## src/rtl/fwd_hazard_ctrl.sv

```systemverilog
// Forwarding-select and load-use stall controller. It sits in ID and tracks
// the destinations of the instructions now in EXE and MEM.
module fwd_hazard_ctrl #(
   parameter int REG_ADDR_LEN = 5
) (
   input  logic                    clk,
   input  logic                    rst,
   input  logic                    freeze,
   input  logic                    flush,
   input  logic                    id_valid,
   input  logic [REG_ADDR_LEN-1:0] id_src1,
   input  logic [REG_ADDR_LEN-1:0] id_src2,
   input  logic                    id_use_src1,
   input  logic                    id_use_src2,
   input  logic                    id_is_store,
   input  logic [REG_ADDR_LEN-1:0] id_dest,
   input  logic                    id_wb_en,
   input  logic                    id_mem_read,
   output logic                    stall,
   output logic [1:0]              ALU_src1,
   output logic [1:0]              ALU_src2,
   output logic [1:0]              Store_Value_sel,
   output logic                    exe_valid
);

   typedef logic [REG_ADDR_LEN-1:0] reg_t;

   typedef struct packed {
      logic v;
      reg_t dest;
      logic wb_en;
      logic mem_read;
   } e_slot_t;

   typedef struct packed {
      logic v;
      reg_t dest;
      logic wb_en;
   } m_slot_t;

   localparam logic [1:0] SEL_RF  = 2'd0;
   localparam logic [1:0] SEL_MEM = 2'd1;
   localparam logic [1:0] SEL_WB  = 2'd2;

   e_slot_t    e_q;
   m_slot_t    m_q;
   logic [1:0] src1_q, src2_q, store_q;

   logic       hit_e1, hit_e2, hit_m1, hit_m2;
   logic       issue;
   logic [1:0] src1_d, src2_d, store_d;

   // Register 0 is hardwired zero, so it never matches a producer.
   function automatic logic hit(input logic v, input logic wb_en,
                                input reg_t dest, input reg_t r);
      return (r != '0) && v && wb_en && (dest == r);
   endfunction

   // The EXE slot holds the youngest value, so it wins over MEM.
   function automatic logic [1:0] pick(input logic he, input logic hm);
      if (he)      return SEL_MEM;
      else if (hm) return SEL_WB;
      else         return SEL_RF;
   endfunction

   always_comb begin
      // NOTE: every signal driven here gets a default first so no latch is inferred.
      hit_e1  = 1'b0;
      hit_e2  = 1'b0;
      hit_m1  = 1'b0;
      hit_m2  = 1'b0;
      src1_d  = SEL_RF;
      src2_d  = SEL_RF;
      store_d = SEL_RF;
      stall   = 1'b0;
      issue   = 1'b0;

      hit_e1 = hit(e_q.v, e_q.wb_en, e_q.dest, id_src1);
      hit_e2 = hit(e_q.v, e_q.wb_en, e_q.dest, id_src2);
      hit_m1 = hit(m_q.v, m_q.wb_en, m_q.dest, id_src1);
      hit_m2 = hit(m_q.v, m_q.wb_en, m_q.dest, id_src2);

      if (id_use_src1) src1_d  = pick(hit_e1, hit_m1);
      if (id_use_src2) src2_d  = pick(hit_e2, hit_m2);
      if (id_is_store) store_d = pick(hit_e2, hit_m2);

      // A load in EXE cannot forward yet; a flush discards the consumer instead.
      stall = id_valid & ~flush & e_q.v & e_q.mem_read &
              ((hit_e1 & id_use_src1) | (hit_e2 & (id_use_src2 | id_is_store)));
      issue = id_valid & ~flush & ~stall;
   end

   always_ff @(posedge clk) begin
      // NOTE: sequential state uses non-blocking assignments so every register samples pre-edge values.
      if (rst) begin
         e_q     <= '0;
         m_q     <= '0;
         src1_q  <= SEL_RF;
         src2_q  <= SEL_RF;
         store_q <= SEL_RF;
      end else if (!freeze) begin
         m_q <= '{v: e_q.v, dest: e_q.dest, wb_en: e_q.wb_en};
         if (issue) begin
            e_q     <= '{v: 1'b1, dest: id_dest, wb_en: id_wb_en, mem_read: id_mem_read};
            src1_q  <= src1_d;
            src2_q  <= src2_d;
            store_q <= store_d;
         end else begin
            e_q     <= '0;
            src1_q  <= SEL_RF;
            src2_q  <= SEL_RF;
            store_q <= SEL_RF;
         end
      end
   end

   assign ALU_src1        = src1_q;
   assign ALU_src2        = src2_q;
   assign Store_Value_sel = store_q;
   assign exe_valid       = e_q.v;

endmodule
```

## config.mk

```make
export PLATFORM = sky130hd
export DESIGN_NAME = fwd_hazard_ctrl
export DESIGN_NICKNAME = d
export VERILOG_FILES = /design/src/rtl/fwd_hazard_ctrl.sv
export SDC_FILE = /design/constraint.sdc
export NUM_CORES = 1
export LEC_CHECK = 0
export ABC_CLOCK_PERIOD_IN_PS = 2200
export CORE_UTILIZATION = 50
export DETAILED_ROUTE_END_ITERATION = 8
export PLACE_DENSITY = 0.85
export SLEW_MARGIN = 20
export SYNTH_ARGS = -nofsm -noshare
export SYNTH_HDL_FRONTEND = slang
export SYNTH_SLANG_ARGS = --single-unit
```

## constraint.sdc

```tcl
create_clock -name clk -period 2.2 [get_ports clk]
set_input_delay 0.33 -clock clk [delete_from_list [all_inputs] [get_ports clk]]
set_output_delay 0.33 -clock clk [all_outputs]
set_load 0.01 [all_outputs]
```

### Word level (Yosys, flattened, before mapping)

Index checks and enable logic that the tools add are counted.

* $add $sub $neg: 0
* multiply operators: 0
* div/mod/pow operators: 0
* order comparisons: 0
* equality and inequality tests: 4
* shift-type cells: 0
* muxes and demuxes: 11
* bitwise logic cells: 11
* reduce and logical (&&, ||, !) cells: 14

Operators by type and width (number)
* equality test 5 bit: 4
* 2-to-1 mux 2 bit: 10
* logical AND 1 bit: 12
* nonzero test 5 bit: 2
* 2-to-1 mux 8 bit: 1
* AND 1 bit: 7
* NOT 1 bit: 2
* OR 1 bit: 2

* flip-flop bits (word level): 21
* latch bits: 0
* memory bits (writable): 0
* memory bits (read-only): 0
* bits of input ports: 25
* output and inout bits: 8
* logic and storage cells: 50
* memories kept: 0

### Longest topological paths before layout

Gate-level depths: netlist of run 1.

* word-level depth: 10
* mapped depth: 5
* mapped depth without buffers: 4

### Least setup slack after synthesis of run 1

OpenSTA, ideal clock, no wires.

* path kind: input to output
* from: in id_src1[1]
* to: out stall
* data arrival time: 1.403 ns
* required time: 1.870 ns
* setup slack: 0.467 ns
* stages: 4
* path buffers: 0
* path through: or4_1 o21a_1 nor4bb_1 or2_1

* cells in the longest elaborated chain, start to end: 7
* elaborated cells on any way between the ends: 8
* classes of those cells: eq/ne: 1; bitwise: 3; reduce/logical: 4

Ends and longest elaborated chain
* start: declaration: line 11 `input logic [REG_ADDR_LEN-1:0] id_src1,`
* nonzero test 5 bit: line 56 `return (r != '0) && v && wb_en && (dest == r);`
* logical AND 1 bit (2 in a row): line 56
* logical AND 1 bit (*): line 56
* AND 1 bit (*): line 89 `((hit_e1 & id_use_src1) | (hit_e2 & (id_use_src2 | id_is_store)));`
* OR 1 bit (*): line 89
* AND 1 bit (*): line 88 `stall = id_valid & ~flush & e_q.v & e_q.mem_read &`
* end: declaration: line 19 `output logic stall,`

Every way passes the cells marked *; elsewhere a longest branch is shown, timed or not.

### Worst setup path after layout of run 1

* from: in id_src1[3]
* to: out stall

The elaborated chain is that of the path after synthesis.

==> results of run 1 <==
## final timing paths
check,end,cells after the start,slack (ns),startpoint
max,stall,6,0.04,id_src1[3]
min,e_q[0],2,0.47,e_q[0]
max reg2reg,ALU_src1[1],6,0.63,e_q[5]
min reg2reg,e_q[0],2,0.47,e_q[0]
## final cells by class
cell class | count | area (µm²) | area share [%]
inverter | 1 | 3.75 | 0.218
sequential | 21 | 420 | 24.4
clock inverter | 1 | 5.00 | 0.291
tap | 27 | 33.8 | 1.96
multi-input combinational | 97 | 699 | 40.7
timing repair buffer | 62 | 536 | 31.1
clock buffer | 3 | 22.5 | 1.31
## stage by stage
| stage | power [µW] | cells | TNS, ns | instance area, µm² | setup WS [ns] |
|---|---|---|---|---|---|
| finish | 735 | 212 | 0 | 1720 | 0.0374 |
| global route | 761 | 212 | 0 | 1720 | 0.000455 |
| CTS | 731 | 212 | 0 | 1720 | 0.0585 |
| detailed placement | 539 | 207 | -0.453 | 1680 | -0.453 |
| global placement | 534 | 207 | -0.454 | 1680 | -0.454 |
| floorplan | 448 | 126 | 0 | 1140 | 0.467 |
## synthesized netlist by cell type (all sizes together) (2+ instances only)
cell     instances
nor3             5
buf              2
o31ai           18
xnor2            8
mux2i            7
nor4             2
xor2            12
nand4            2
dfxtp           21
o2111ai          2
a32o             2
nand2           14
clkbuf           5
nor2            11
## logic make-up after synthesis
family	synth area share [%]
simple gates	19.5
xor+xnor	15.3
buf+inv	3.29
compound gates	18.9
flops	36.8
mux	6.13
## state kept, by name, indices dropped and copies added (netlist names)
signal	cells
ALU_src1	2
m_q	7
exe_valid	1
e_q	7
Store_Value_sel	2
ALU_src2	2
## report_power, final
part / internal (µW) / switching, µW
Combinational: 84.6 / 57.5
Sequential: 386 / 5.04
Clock: 68.3 / 134
## repair_timing
action / 4_1_cts / 5_1_grt
buffers inserted: 1 / 0
setup endpoints to repair: 1 / 0
resized for setup: 10 / 0
## worst max-delay path, cell delays in order
cell and delay, ns:
dlygate4sd2_1 0.25, or4_1 0.52, o21a_1 0.22, nor4bb_4 0.16, or2_1 0.22, buf_2 0.14
## layer usage
metal | track usage (%) | vias to the layer above
met3 | 3.40 | 7
li1 | - | 584
met2 | 50.7 | 33
met1 | 33.8 | 589
met5 | 0 | -
met4 | 11.9 | 0
## cell usage in the layout, fill, tap and decap left out, types with 2 or more instances in the layout
master / count
nor2_1: 11
mux2i_1: 7
dlygate4sd2_1: 4
xnor2_1: 8
nor3_1: 5
buf_4: 30
o2111ai_1: 2
xor2_1: 12
nor4_1: 2
nand2_1: 14
a32o_1: 2
o31ai_1: 16
dfxtp_1: 21
o31ai_2: 2
clkdlybuf4s50_1: 27
clkbuf_4: 3
==> results_dict.tcl, run 1 <==
set metrics [dict create \
    outcome "complete, no violations" \
    synth_area_per_cell_um2 9.07 \
    grt-ovfl-total 0 \
    met1_length_mm 1.48 \
    hold_violations 0 \
    cts_hold_buf 0 \
    max_freq_mhz 462 \
    h-tree-depth 1 \
    wl_met3_um 130 \
    fin_skew_ns 0.00390 \
    syn_nets 151 \
    seq_area_frac_synth_pct 36.8 \
    cap_violations 0 \
    clk_latency_ns 0.32 \
    worstPathRequired_ns 1.87 \
    end_kind "output pin" \
    synth-edff-count 0 \
    dieArea_um2 2480 \
    std_cell_rows 16 \
    post_drt_wl_per_cell_um 15.4 \
    synth_area_leaders "dfxtp_1 37%, o31ai_1 11%, xor2_1 9.2%" \
    vias 1213 \
    utilization_pct 83.4 \
    drtIter0Drc 27 \
    routed.top_layer "met4" \
    num-fill-cells 122 \
    period_needed_ns 2.16 \
    dpl.hpwl_mm 2.54 \
    powerDensity_nw_per_um2 427 \
    ant_nets 0 \
    numCtsBuffers 3 \
    synth-async-reset-ratio_pct 0 \
    syn_area_um2 1140 \
    yosysTopAreaCellShare_pct 36.8 \
    antenna_found_initial 0 \
    track_usage_pct 28.4 \
    cp_max_fo 2 \
    critPathKind "in -> out" \
    start_kind "primary input" \
    clockBufferDepth 2 \
    power_leakage_uw 0.000700 \
    netlist_instances 126 \
    die_w_um 49.8 \
    peakVddDrop_mv 0.370 \
    synth_top_area_cell "dfxtp_1" \
    grt_pass1_wl_mm 5.24 \
    fin_hold_ws_ns 0.471 \
    period_share_pct 98.3 \
    finalSetupViolCount 0 \
    root_buffer "clkbuf_4" \
    hp-class "reg -> reg" \
    grt_max_degree 14 \
    fp.dieH_um 49.8 \
    rsz0062_at_grt "false" \
    area_growth_pct 50.6 \
    cts_tree "yes" \
    core_um2 2060 \
    drc 0 \
    viasPerCell 5.72 \
    drt-total-wl_mm 3.26 \
    cp.arrival_ns 1.83 \
    tightest_slew_ns 0.316 \
    synth_seq_cells 21 \
    max_slew_margin_pct 78.8 \
    final_nets 211 \
    wl_met2_mm 1.58 \
    clk_pin_slew_worst_paths_ns 0.13 \
    cts.sinks 21 \
    drive_above_1_share_pct 21.1 \
    grt_pass1_vias 1162 \
    synth.distinct_cells 32 \
    num_io_pins 33 \
    slew_violations 0 \
    drt_pass1_iterations 4 \
    insertedDiodeCount 0 \
    gp_congestion 0.842 \
    synth_ff_type "dfxtp_1" \
    synth_warnings 0 \
    initial_core_util_pct 55.4 \
    port_buffers 32 \
]
(Power assumes the default switching activity.)
==> run 2, diff against run 1 <==
Settings changed: SLEW_MARGIN 20 to 10.
==> results of run 2 <==
Same layout as run 1: the final DEF is identical, and so are final timing and power.
